$ cat src/rtl/multicycle_control.sv
// Multi-cycle control FSM for the Lapido 32-bit datapath: sequences fetch/decode/execute/
// memory/writeback, drives datapath controls, handshakes with memory, counts retirements.
module multicycle_control #(
    parameter int unsigned COUNT_WIDTH = 32
) (
    input  logic                   clk,
    input  logic                   rst_n,
    input  logic [5:0]             opcode,
    input  logic                   zero,
    input  logic                   mem_ready,
    output logic                   mem_req,
    output logic                   mem_we,
    output logic                   iord,
    output logic                   ir_write,
    output logic                   pc_write,
    output logic                   pc_write_cond,
    output logic [1:0]             pc_source,
    output logic                   alu_src_a,
    output logic [1:0]             alu_src_b,
    output logic [2:0]             alu_op,
    output logic                   ext_sign,
    output logic                   reg_dst,
    output logic                   mem_to_reg,
    output logic                   reg_write,
    output logic                   illegal,
    output logic                   retired,
    output logic [COUNT_WIDTH-1:0] instr_count,
    output logic [3:0]             state
);

    typedef enum logic [3:0] {
        S_FETCH     = 4'd0,
        S_DECODE    = 4'd1,
        S_MEM_ADDR  = 4'd2,
        S_MEM_READ  = 4'd3,
        S_MEM_WB    = 4'd4,
        S_MEM_WRITE = 4'd5,
        S_EXEC_R    = 4'd6,
        S_R_WB      = 4'd7,
        S_EXEC_I    = 4'd8,
        S_I_WB      = 4'd9,
        S_BRANCH    = 4'd10,
        S_JUMP      = 4'd11
    } state_t;

    localparam logic [5:0] OP_RTYPE = 6'b000000;
    localparam logic [5:0] OP_ADDI  = 6'b001000;
    localparam logic [5:0] OP_ANDI  = 6'b001100;
    localparam logic [5:0] OP_ORI   = 6'b001101;
    localparam logic [5:0] OP_LW    = 6'b100011;
    localparam logic [5:0] OP_SW    = 6'b101011;
    localparam logic [5:0] OP_BEQ   = 6'b000100;
    localparam logic [5:0] OP_J     = 6'b000010;

    function automatic logic sign_ext_of(input logic [5:0] op);
        return !((op == OP_ANDI) || (op == OP_ORI));
    endfunction

    state_t     state_q, state_d;
    logic [5:0] op_q, op_sel;
    logic       pc_write_q, retire_q;
    logic       mem_req_d, mem_we_d, iord_d, pc_write_d, pc_write_cond_d;
    logic [1:0] pc_source_d, alu_src_b_d;
    logic       alu_src_a_d, reg_dst_d, mem_to_reg_d, reg_write_d, retire_d;
    logic [2:0] alu_op_d;
    logic       fetch_done;
    logic       unused_zero;

    // zero is consumed by the datapath together with pc_write_cond
    assign unused_zero = zero;

    // Next state, plus the registered outputs decoded from the state being entered
    always_comb begin
        state_d         = state_q;
        op_sel          = (state_q == S_DECODE) ? opcode : op_q;
        mem_req_d       = 1'b0;
        mem_we_d        = 1'b0;
        iord_d          = 1'b0;
        pc_write_d      = 1'b0;
        pc_write_cond_d = 1'b0;
        pc_source_d     = 2'b00;
        alu_src_a_d     = 1'b0;
        alu_src_b_d     = 2'b00;
        alu_op_d        = 3'b000;
        reg_dst_d       = 1'b0;
        mem_to_reg_d    = 1'b0;
        reg_write_d     = 1'b0;
        retire_d        = 1'b0;

        case (state_q)
            S_FETCH:     if (mem_req && mem_ready) state_d = S_DECODE;
            S_DECODE: begin
                case (opcode)
                    OP_RTYPE:                  state_d = S_EXEC_R;
                    OP_ADDI, OP_ANDI, OP_ORI:  state_d = S_EXEC_I;
                    OP_LW, OP_SW:              state_d = S_MEM_ADDR;
                    OP_BEQ:                    state_d = S_BRANCH;
                    OP_J:                      state_d = S_JUMP;
                    default:                   state_d = S_FETCH;
                endcase
            end
            S_MEM_ADDR:  state_d = (op_q == OP_SW) ? S_MEM_WRITE : S_MEM_READ;
            S_MEM_READ:  if (mem_ready) state_d = S_MEM_WB;
            S_MEM_WRITE: if (mem_ready) state_d = S_FETCH;
            S_EXEC_R:    state_d = S_R_WB;
            S_EXEC_I:    state_d = S_I_WB;
            default:     state_d = S_FETCH;
        endcase

        case (state_d)
            S_FETCH: begin
                mem_req_d   = 1'b1;
                alu_src_b_d = 2'b01;
            end
            S_DECODE:    alu_src_b_d = 2'b11;
            S_MEM_ADDR: begin
                alu_src_a_d = 1'b1;
                alu_src_b_d = 2'b10;
            end
            S_MEM_READ: begin
                mem_req_d = 1'b1;
                iord_d    = 1'b1;
            end
            S_MEM_WB: begin
                reg_write_d  = 1'b1;
                mem_to_reg_d = 1'b1;
                retire_d     = 1'b1;
            end
            S_MEM_WRITE: begin
                mem_req_d = 1'b1;
                mem_we_d  = 1'b1;
                iord_d    = 1'b1;
            end
            S_EXEC_R: begin
                alu_src_a_d = 1'b1;
                alu_op_d    = 3'b010;
            end
            S_R_WB: begin
                reg_write_d = 1'b1;
                reg_dst_d   = 1'b1;
                retire_d    = 1'b1;
            end
            S_EXEC_I: begin
                alu_src_a_d = 1'b1;
                alu_src_b_d = 2'b10;
                alu_op_d    = (op_sel == OP_ANDI) ? 3'b011 :
                              (op_sel == OP_ORI)  ? 3'b100 : 3'b000;
            end
            S_I_WB: begin
                reg_write_d = 1'b1;
                retire_d    = 1'b1;
            end
            S_BRANCH: begin
                alu_src_a_d     = 1'b1;
                alu_op_d        = 3'b001;
                pc_write_cond_d = 1'b1;
                pc_source_d     = 2'b01;
                retire_d        = 1'b1;
            end
            S_JUMP: begin
                pc_write_d  = 1'b1;
                pc_source_d = 2'b10;
                retire_d    = 1'b1;
            end
            default: ;
        endcase
    end

    // Handshake- and opcode-qualified strobes must react within the current cycle
    assign fetch_done = (state_q == S_FETCH) && mem_req && mem_ready;
    assign ir_write   = fetch_done;
    assign pc_write   = fetch_done || pc_write_q;
    assign retired    = retire_q || ((state_q == S_MEM_WRITE) && mem_ready);
    assign illegal    = (state_q == S_DECODE) &&
                        !(opcode inside {OP_RTYPE, OP_ADDI, OP_ANDI, OP_ORI,
                                         OP_LW, OP_SW, OP_BEQ, OP_J});
    assign ext_sign   = (state_q == S_DECODE) ? sign_ext_of(opcode) :
                        ((state_q == S_FETCH) || (state_q > S_JUMP)) ? 1'b0 :
                        sign_ext_of(op_q);
    assign state      = state_q;

    always_ff @(posedge clk or negedge rst_n) begin
        if (!rst_n) begin
            state_q       <= S_FETCH;
            op_q          <= '0;
            mem_req       <= 1'b0;
            mem_we        <= 1'b0;
            iord          <= 1'b0;
            pc_write_q    <= 1'b0;
            pc_write_cond <= 1'b0;
            pc_source     <= 2'b00;
            alu_src_a     <= 1'b0;
            alu_src_b     <= 2'b00;
            alu_op        <= 3'b000;
            reg_dst       <= 1'b0;
            mem_to_reg    <= 1'b0;
            reg_write     <= 1'b0;
            retire_q      <= 1'b0;
            instr_count   <= '0;
        end else begin
            state_q       <= state_d;
            if (state_q == S_DECODE) op_q <= opcode;
            mem_req       <= mem_req_d;
            mem_we        <= mem_we_d;
            iord          <= iord_d;
            pc_write_q    <= pc_write_d;
            pc_write_cond <= pc_write_cond_d;
            pc_source     <= pc_source_d;
            alu_src_a     <= alu_src_a_d;
            alu_src_b     <= alu_src_b_d;
            alu_op        <= alu_op_d;
            reg_dst       <= reg_dst_d;
            mem_to_reg    <= mem_to_reg_d;
            reg_write     <= reg_write_d;
            retire_q      <= retire_d;
            if (retired) instr_count <= instr_count + COUNT_WIDTH'(1);
        end
    end

endmodule

$ cat config.mk
export PLATFORM = sky130hd
export DESIGN_NAME = multicycle_control
export DESIGN_NICKNAME = d
export VERILOG_FILES = /design/src/rtl/multicycle_control.sv
export SDC_FILE = /design/constraint.sdc
export NUM_CORES = 1
export LEC_CHECK = 0
export ABC_CLOCK_PERIOD_IN_PS = 6710
export BUFFER_PORTS_ARGS = -buffer_cell sky130_fd_sc_hd__buf_2
export CORE_MARGIN = 2
export CORE_UTILIZATION = 57
export DETAILED_ROUTE_END_ITERATION = 6
export PLACE_DENSITY = 0.84
export SLEW_MARGIN = 40
export SYNTH_ARGS = -nofsm -noshare
export SYNTH_HDL_FRONTEND = slang
export SYNTH_SLANG_ARGS = --single-unit
$ cat constraint.sdc
create_clock -name clk -period 6.71 [get_ports clk]
set_clock_uncertainty 0.15 [all_clocks]
set_input_delay 1.0065 -clock clk [delete_from_list [all_inputs] [get_ports clk]]
set_output_delay 1.0065 -clock clk [all_outputs]
set_load 0.05 [all_outputs]
==> flow_summary.toml <==
[run_status]
status = "completed"

[layout]
nNetsFinal = 329
largest_reg_flops = 32
largest-register = "instr_count"
nFillCells = 342
antenna_cells = 0
drive_above_1_share_pct = 30.8
syn_to_final_growth_pct = 19.6
postLayoutCoreUtil_pct = 71.0

[worst_setup_path]
r2r_slack_ps = 3900
cp.required_ps = 5550
worstRegToRegCells = 6
critPathKind = "in2out"
worst_setup_path_end_kind = "primary output"
r2r-start = "state[1]"
rr_endpoint = "alu_op[0]"
arrival_ps = 2260
crit_path_start_kind = "input pin"
cp_max_fo = 5

[yosys]
synthesis.nets = 262
yosysWarnings = 0
synth_top_area_share_pct = 51.7
synth-seq-cells = 58
syn-cell-area_um2 = 2810
async_flop_share_pct = 100
synth_cell_types = 58
ys.flop_type = "dfrtp_1"
synth.top_cells.by_area = "dfrtp_1 (52%), xnor2_1 (8.1%), nand4_1 (4.0%)"
syn_inst = 251
synth.yosys.seq_area_share_pct = 51.7
avgSynthCellArea_um2 = 11.2
synth_edf_count = 0
yosysMostFrequentCell = "dfrtp_1"
synth_common_cells = "dfrtp_1 (58), xnor2_1 (26), nand3_1 (19), nand4_1 (18), nor2_1 (16)"
synth_top_area_cell = "dfrtp_1"

[sta]
drv_slew = 0
hold_violations = 0
min_period_over_period_pct = 50.9
rsz0062_at_grt = "false"
setup-violations-final = 0
min_period_ps = 3410
max-slew-margin-rel_pct = 53.6
worst_slew_pin_slew_ps = 693
fin_tns_setup_ps = 0
timing.fmax_mhz = 293

[floorplanning]
coreArea_um2 = 4720
start_util_pct = 59.4
fp.dieArea_um2 = 5500
fp-row-count = 25
io_pins = 66
die_h_um = 74.2
die_w_um = 74.2

[placement]
hpwl_um = 3990
io_buffers = 64
place_congestion = 0.803

[cts]
cts_hold_buf = 0
cts_resized = 0
clock_latency_ps = 330
cts_root_buf = "clkbuf_8"
cts_tree = "done"
cts_setup_buffers = 0
clockBufferDepth = 2
clk_pin_slew_ps = 60
cts_buffers = 9
ctsHtreeMaxLevel = 3
cts.sinks = 58

[global_route]
grt_max_degree = 59
antenna_found_initial = 0
overflow = 0
grt_pass1_vias = 1989
grt_pass1_wl_um = 9350
grt_usage_pct = 22.6

[drt]
routed_via_density = 5.50
antenna_left = 0
dr.pass1.iters = 4
drtIter0Drc = 138
drc = 0
vias = 2135
drt_wl_total_um = 5740
wl_per_cell_um = 14.8

[hold_path]
hold_depth = 1
hp-class = "reg2reg"
min_to = "instr_count[31]"
min_from = "instr_count[31]"

[power_and_ir_drop]
powerDensity_nw_per_um2 = 393
p_total_mw = 1.32
peakVddDrop_v = 0.000340
p_leak_nw = 1.75

[run]
cap_violations = 0
[cells by family (layout without fill, tap and decap cells)]
| family | count (synthesis) | after routing | synth area share [%] |
|---|---|---|---|
| simple gates | 111 | 111 | 24.5 |
| flops | 58 | 58 | 51.7 |
| xor+xnor | 31 | 31 | 9.68 |
| compound gates | 22 | 22 | 6.82 |
| buf+inv | 21 | 91 | 3.84 |
| mux | 6 | 6 | 2.59 |
| fa+ha+maj | 2 | 2 | 0.803 |
[area by class of cell]
class / instances / area (um2) / area share (%)
clock buffers: 11 / 151 / 4.51
well taps: 67 / 83.8 / 2.50
repair buffers: 65 / 328 / 9.77
flip-flops and latches: 58 / 1450 / 43.3
multi-input cells: 172 / 1250 / 37.4
clock inverters: 3 / 40.0 / 1.19
inverters: 12 / 45.0 / 1.34
[worst max-delay path, cell delays in order]
cell	delay (ps)
buf_2	130
a2111oi_0	500
a41o_1	200
nand2b_1	60
and3_1	160
buf_2	200
[how the worst max path moves through the flow]
stage	from	to	slack [ps]	depth (start not counted)
2_1_floorplan	opcode[4]	ext_sign	3450	6
3_3_place_gp	opcode[1]	illegal	3440	6
3_5_place_dp	opcode[1]	illegal	3270	6
4_1_cts	opcode[1]	illegal	3260	6
5_1_grt	opcode[1]	illegal	3170	6
6_report	opcode[1]	illegal	3300	6
[per-layer routing]
metal	vias to the layer above	share of wire (%)	global-route usage, %	wire, um
li1	1027	-	-	-
met1	1033	44	29.2	2540
met2	65	49	37.1	2830
met3	10	4.7	5.69	267
met4	0	1.8	8.48	103
met5	-	0	0	0
[power breakdown]
group | switching (mW) | internal [mW]
sequential | 0.0778 | 0.407
clock | 0.127 | 0.186
combinational | 0.352 | 0.169
[metrics by stage]
step | std cells | worst slack, ps | area [um2] | hold slack (ps)
after floorplan | 251 | 3450 | 2810 | 330
after global placement | 374 | 3440 | 3150 | 305
after detailed placement | 374 | 3270 | 3160 | 311
after CTS | 388 | 3260 | 3350 | 320
after global routing | 388 | 3170 | 3350 | 333
final | 388 | 3300 | 3350 | 317
[cells in the final DEF (no fill, tap or decap), types with 3 or more instances in the layout]
cell      count
nor3_1        3
buf_2        64
dfrtp_1      58
clkbuf_8     11
xnor2_1      26
a21oi_1       6
inv_1        12
nand4_1      18
and4_1        3
xor2_1        5
nor2b_1       3
nand3_1      19
nand2_1      13
nand2b_1      4
and3_1        9
nor2_1       16
Note: power is estimated with default switching activity, not from simulation.
